--- config.mk ---
export PLATFORM = sky130hd
export DESIGN_NAME = fu_wb_collector
export DESIGN_NICKNAME = d
export VERILOG_FILES = /design/src/rtl/fu_wb_pkg.sv /design/src/rtl/fu_wb_rr_arb.sv /design/src/rtl/fu_wb_collector.sv
export SDC_FILE = /design/constraint.sdc
export NUM_CORES = 1
export LEC_CHECK = 0
export CAP_MARGIN = 15
export CORE_MARGIN = 4
export CORE_UTILIZATION = 47
export DETAILED_ROUTE_END_ITERATION = 8
export MAX_ROUTING_LAYER = met4
export PLACE_DENSITY_LB_ADDON = 0.25
export SETUP_SLACK_MARGIN = 0.5
export SYNTH_ARGS = -nofsm -noshare
export SYNTH_HDL_FRONTEND = slang
export SYNTH_SLANG_ARGS = --single-unit
--- constraint.sdc ---
create_clock -name clk -period 4.8 [get_ports clk]
set_input_delay 0.96 -clock clk [delete_from_list [all_inputs] [get_ports clk]]
set_output_delay 0.96 -clock clk [all_outputs]
set_load 0.02 [all_outputs]
--- src/rtl/fu_wb_pkg.sv ---
// Shared constants and types for the functional-unit write-back collector.
package fu_wb_pkg;

  localparam int unsigned NUM_FU_DEF = 4;
  localparam int unsigned XLEN_DEF   = 32;
  localparam int unsigned TAG_W_DEF  = 5;

  localparam int unsigned FU_ALU = 0;
  localparam int unsigned FU_MUL = 1;
  localparam int unsigned FU_DIV = 2;
  localparam int unsigned FU_MEM = 3;

  typedef struct packed {
    logic                 valid;
    logic [XLEN_DEF-1:0]  data;
    logic [TAG_W_DEF-1:0] tag;
  } fu_wb_slot_t;

endpackage

--- src/rtl/fu_wb_rr_arb.sv ---
// Slot arbiter: round-robin search starting at ptr with wrap-around.
// With FU_WB_FIXED_PRIO_EN defined it becomes a lowest-index priority
// encoder and the ptr port disappears.
module fu_wb_rr_arb
  import fu_wb_pkg::*;
#(
  parameter int unsigned N = NUM_FU_DEF,
  localparam int unsigned IW = $clog2(N)
) (
  input  logic [N-1:0]  req,
`ifndef FU_WB_FIXED_PRIO_EN
  input  logic [IW-1:0] ptr,
`endif
  output logic [IW-1:0] grant_idx_c,
  output logic          grant_any_c
);

  // Pick the winning request
  always_comb begin
    logic [IW-1:0] idx;
    grant_idx_c = '0;
    grant_any_c = 1'b0;
    idx         = '0;
`ifdef FU_WB_FIXED_PRIO_EN
    for (int i = int'(N) - 1; i >= 0; i--) begin
      idx = IW'(i);
      if (req[idx]) begin
        grant_idx_c = idx;
        grant_any_c = 1'b1;
      end
    end
`else
    for (int unsigned k = 0; k < N; k++) begin
      idx = IW'((32'(ptr) + 32'(k)) % N);
      if (!grant_any_c && req[idx]) begin
        grant_idx_c = idx;
        grant_any_c = 1'b1;
      end
    end
`endif
  end

endmodule

--- src/rtl/fu_wb_collector.sv ---
// Collects single-cycle FU finish pulses into per-FU holding slots and
// drains them onto one registered CDB port with valid/ready handshake.
// Optional macro FU_WB_FIXED_PRIO_EN: fixed lowest-index priority instead
// of round-robin (no pointer register).
module fu_wb_collector
  import fu_wb_pkg::*;
#(
  parameter int unsigned NUM_FU = NUM_FU_DEF,
  parameter int unsigned XLEN   = XLEN_DEF,
  parameter int unsigned TAG_W  = TAG_W_DEF,
  localparam int unsigned SW    = $clog2(NUM_FU)
) (
  input  logic                    clk,
  input  logic                    rst_n,
  input  logic [NUM_FU-1:0]       fu_finish,
  input  logic [NUM_FU*XLEN-1:0]  fu_res,
  input  logic [NUM_FU*TAG_W-1:0] fu_tag,
  input  logic                    wb_ready,
  output logic                    cdb_valid,
  output logic [XLEN-1:0]         cdb_data,
  output logic [TAG_W-1:0]        cdb_tag,
  output logic [SW-1:0]           cdb_src,
  output logic [NUM_FU-1:0]       fu_pending,
  output logic [NUM_FU-1:0]       ovf_err
);

  logic [NUM_FU-1:0] slot_vld;
  logic [XLEN-1:0]   slot_data [NUM_FU];
  logic [TAG_W-1:0]  slot_tag  [NUM_FU];

  logic [SW-1:0]     grant_idx_c;
  logic              grant_any_c;
  logic              load_c;
  logic [NUM_FU-1:0] take_c;
  logic [NUM_FU-1:0] cap_c;
  logic [NUM_FU-1:0] ovf_set_c;

`ifndef FU_WB_FIXED_PRIO_EN
  logic [SW-1:0] rr_ptr;
  logic [SW-1:0] rr_ptr_nxt_c;
`endif

  fu_wb_rr_arb #(.N(NUM_FU)) u_arb (
    .req         (slot_vld),
`ifndef FU_WB_FIXED_PRIO_EN
    .ptr         (rr_ptr),
`endif
    .grant_idx_c (grant_idx_c),
    .grant_any_c (grant_any_c)
  );

  // Output-register load, per-slot drain, capture and overflow decisions
  always_comb begin
    load_c    = grant_any_c && (!cdb_valid || wb_ready);
    take_c    = '0;
    cap_c     = '0;
    ovf_set_c = '0;
    for (int unsigned i = 0; i < NUM_FU; i++) begin
      take_c[i]    = load_c && (grant_idx_c == SW'(i));
      cap_c[i]     = fu_finish[i] && (!slot_vld[i] || take_c[i]);
      ovf_set_c[i] = fu_finish[i] && slot_vld[i] && !take_c[i];
    end
  end

  // Slot valid bits: recapture wins over drain in the same cycle
  always_ff @(posedge clk) begin
    if (!rst_n) begin
      slot_vld <= '0;
    end else begin
      for (int unsigned i = 0; i < NUM_FU; i++) begin
        if (cap_c[i])       slot_vld[i] <= 1'b1;
        else if (take_c[i]) slot_vld[i] <= 1'b0;
      end
    end
  end

  // Slot payload, only meaningful while the matching valid bit is set
  always_ff @(posedge clk) begin
    for (int unsigned i = 0; i < NUM_FU; i++) begin
      if (cap_c[i]) begin
        slot_data[i] <= fu_res[i*XLEN +: XLEN];
        slot_tag[i]  <= fu_tag[i*TAG_W +: TAG_W];
      end
    end
  end

  // CDB output register: load granted slot, or drop valid once consumed
  always_ff @(posedge clk) begin
    if (!rst_n) begin
      cdb_valid <= 1'b0;
      cdb_data  <= '0;
      cdb_tag   <= '0;
      cdb_src   <= '0;
    end else if (load_c) begin
      cdb_valid <= 1'b1;
      cdb_data  <= slot_data[grant_idx_c];
      cdb_tag   <= slot_tag[grant_idx_c];
      cdb_src   <= grant_idx_c;
    end else if (wb_ready) begin
      cdb_valid <= 1'b0;
    end
  end

  // Sticky overflow flags
  always_ff @(posedge clk) begin
    if (!rst_n) ovf_err <= '0;
    else        ovf_err <= ovf_err | ovf_set_c;
  end

`ifndef FU_WB_FIXED_PRIO_EN
  // Next pointer sits just past the slot that was granted
  always_comb begin
    rr_ptr_nxt_c = (grant_idx_c == SW'(NUM_FU - 1)) ? '0 : grant_idx_c + SW'(1);
  end

  // Round-robin pointer advances only on a load
  always_ff @(posedge clk) begin
    if (!rst_n)      rr_ptr <= '0;
    else if (load_c) rr_ptr <= rr_ptr_nxt_c;
  end
`endif

  assign fu_pending = slot_vld;

endmodule

==> results.sh <==
export IMPL_fin_skew_ns=0.00872
export IMPL_syn_instance_count=452
export IMPL_dieArea_um2=17100
export IMPL_antenna_found_initial=1
export IMPL_internal_power_mw=3.17
export IMPL_arrival_ns=3.38
export IMPL_cts_clk_slew_worst_paths_ns=0.07
export IMPL_power_density_nw_per_um2=431
export IMPL_synth_top_area_share=0.629
export IMPL_hold_violations=0
export IMPL_worstHoldStart="ovf_err[3]"
export IMPL_overflow=0
export IMPL_leakage_nw=3.33
export IMPL_final_period_utilization=0.679
export IMPL_combPwrFrac=0.162
export IMPL_clk_latency_ns=0.42
export IMPL_clock_sinks=198
export IMPL_cp_top_family="simple AND/OR/NAND/NOR gates"
export IMPL_synth_seq_area_share=0.771
export IMPL_crit_path_top_delay_cell="nor2b_4"
export IMPL_io_buffers=202
export IMPL_timing_final_ws_setup_ns=1.54
export IMPL_postRouteAntennaNets=0
export IMPL_slew_headroom=0.250
export IMPL_cts_resized=0
export IMPL_grt_pass1_vias=4926
export IMPL_switching_share=0.247
export IMPL_cts_tree="built"
export IMPL_ys_ff_latch=198
export IMPL_slowest_delay_ns=0.66
export IMPL_seq_power_share=0.499
export IMPL_num_nets_final=798
export IMPL_drc=0
export IMPL_grt_max_degree=48
export IMPL_worstHoldPathType="reg2reg"
export IMPL_grt_pass1_wl_mm=26.5
export IMPL_clkPwrFrac=0.338
export IMPL_crit_buf_inv=2
export IMPL_routed_via_density=5.68
export IMPL_tns_ns=0
export IMPL_cts_buffers=17
export IMPL_place_ws_ns=1.07
export IMPL_ir_drop_uv=273
export IMPL_drt_iter0_markers=595
export IMPL_path_max_fanout=26
export IMPL_netlist_top_cell_by_area="edfxtp_1"
export IMPL_synth_edf_count=148
export IMPL_area_growth_pct=38.2
export IMPL_rsz0062_at_grt="false"
export IMPL_yosys_top_cells_area="edfxtp_1 (63%), dfxtp_1 (14%), a222oi_1 (5.2%)"
export IMPL_die_x_um=131
export IMPL_outcome="complete, no violations"
export IMPL_required_ns=4.92
export IMPL_grt_util_all_layers=0.217
export IMPL_drive_gt1_frac=0.0793
export IMPL_dp_cells=808
export IMPL_final_cells=842
export IMPL_row_count=44
export IMPL_ios=203
export IMPL_vias=4783
export IMPL_ys_warn_count=0
export IMPL_core_area_um2=14600
export IMPL_h_tree_depth=4
export IMPL_worst_slew_pin_slew_ns=1.13
export IMPL_finalMaxSlewViolations=0
export IMPL_hold_buffers=0
export IMPL_synth_fp_nets=607
export IMPL_cts_root_buf="clkbuf_16"
export IMPL_path_class="in2reg"
export IMPL_synth_area_um2=7070
export IMPL_hpwl_mm=11.8
export IMPL_cts_setup_buffers=0
export IMPL_die_h_um=131
export IMPL_p_sw_mw=1.04
export IMPL_yosys_most_used_dff="edfxtp_1"
export IMPL_worst_setup_path_start_kind="primary input"
export IMPL_routedWlPerCell_um=21.3
export IMPL_drt_first_pass_iters=6
export IMPL_syn_area_per_cell_um2=15.6
export IMPL_fin_crit_ns=3.26
export IMPL_cp_cell_sequence="clkdlybuf4s50_1 > nand2b_1 > a21boi_4 > a31oi_1 > nor2b_4 > buf_4"
export IMPL_r2r_start="fu_pending[2]"
export IMPL_yosys_top_cells_count="edfxtp_1 (148), dfxtp_1 (50), nand2_1 (45)"
export IMPL_max_cap_violations=0
export IMPL_start_util=0.483
export IMPL_clockBufferDepth=2
export IMPL_place_congestion=0.750
export IMPL_endpoint_kind="register"
export IMPL_crit_start="wb_ready"
export IMPL_yosysMostFrequentCell="edfxtp_1"
export IMPL_yosys_cell_types_count=42
export IMPL_synthArstFlopShare=0
export IMPL_wl_mm=17.9
export IMPL_setup_viol=0
export IMPL_clock_fmax_mhz=307
-- cell families (layout without fill, tap and decap cells) --
logic type             after synthesis  after routing  synth area share
DFF                                198            198             0.771
AOI/OAI and AO/OA                  144            144             0.150
other                                0              2                 0
buffers and inverters               41            245            0.0347
and+or+nand+nor                     69             69            0.0450
-- tightest hold or removal path: stages (launching register included) --
cell,delay [ns]
dfxtp_1,0.33
nand2_1,0.05
o31ai_1,0.05
-- worst paths after layout --
check	cells past startpoint	to	slack [ns]
min reg2reg	2	ovf_err[3]	0.46
min	2	ovf_err[3]	0.46
max reg2reg	5	slot_data[2][25]	1.95
max	6	slot_data[2][25]	1.54
-- through the flow --
| stage | hold slack [ns] | util | power (mW) | cell area, µm² |
|---|---|---|---|---|
| 5_1_grt | 0.486 | 0.667 | 4.36 | 9760 |
| 3_5_place_dp | 0.461 | 0.625 | 2.82 | 9160 |
| 6_report | 0.463 | 0.667 | 4.21 | 9760 |
| 4_1_cts | 0.474 | 0.666 | 4.23 | 9760 |
| 2_1_floorplan | 0.507 | - | 2.47 | 7070 |
| 3_3_place_gp | 0.460 | 0.625 | 2.80 | 9160 |
-- state kept, by name, summed over array words and instances, names as in the netlist --
register	flops
slot_tag	20
cdb_valid	1
cdb_src	2
slot_data	128
ovf_err	4
cdb_tag	5
rr_ptr	2
cdb_data	32
fu_pending	4
-- routing by layer --
layer	up-vias	share of wire	global-route usage
li1	2199	-	-
met1	2316	0.39	0.256
met2	235	0.52	0.357
met3	33	0.068	0.0508
met4	0	0.028	0.0962
met5	-	0	-
-- power groups by stage --
stage	clock [mW]	combinational [mW]	sequential [mW]
after global routing	1.51	0.731	2.11
after floorplan	0	0.295	2.17
after CTS	1.44	0.689	2.10
after detailed placement	0	0.685	2.13
after global placement	0	0.671	2.13
final	1.42	0.682	2.10
-- final cells by class --
type	count	area, µm²
flip-flops and latches	198	5450
diodes	2	5.00
clock buffers	23	489
clock inverters	9	110
repair buffers	206	2050
multi-input cells	213	1410
fillers	1050	4880
inverters	7	26.3
well taps	184	230
-- placed cells by master, fill, tap and decap left out, drive strengths merged, types with 6 or more instances in the layout --
cell and instances:
a31oi 40, clkbuf 23, inv 10, nor2 7, o21ai 42, clkdlybuf4s50 201, a21oi 6, dfxtp 50
nand2 45, edfxtp 148, a222oi 37
No activity file was read; power rests on OpenSTA's default activity.
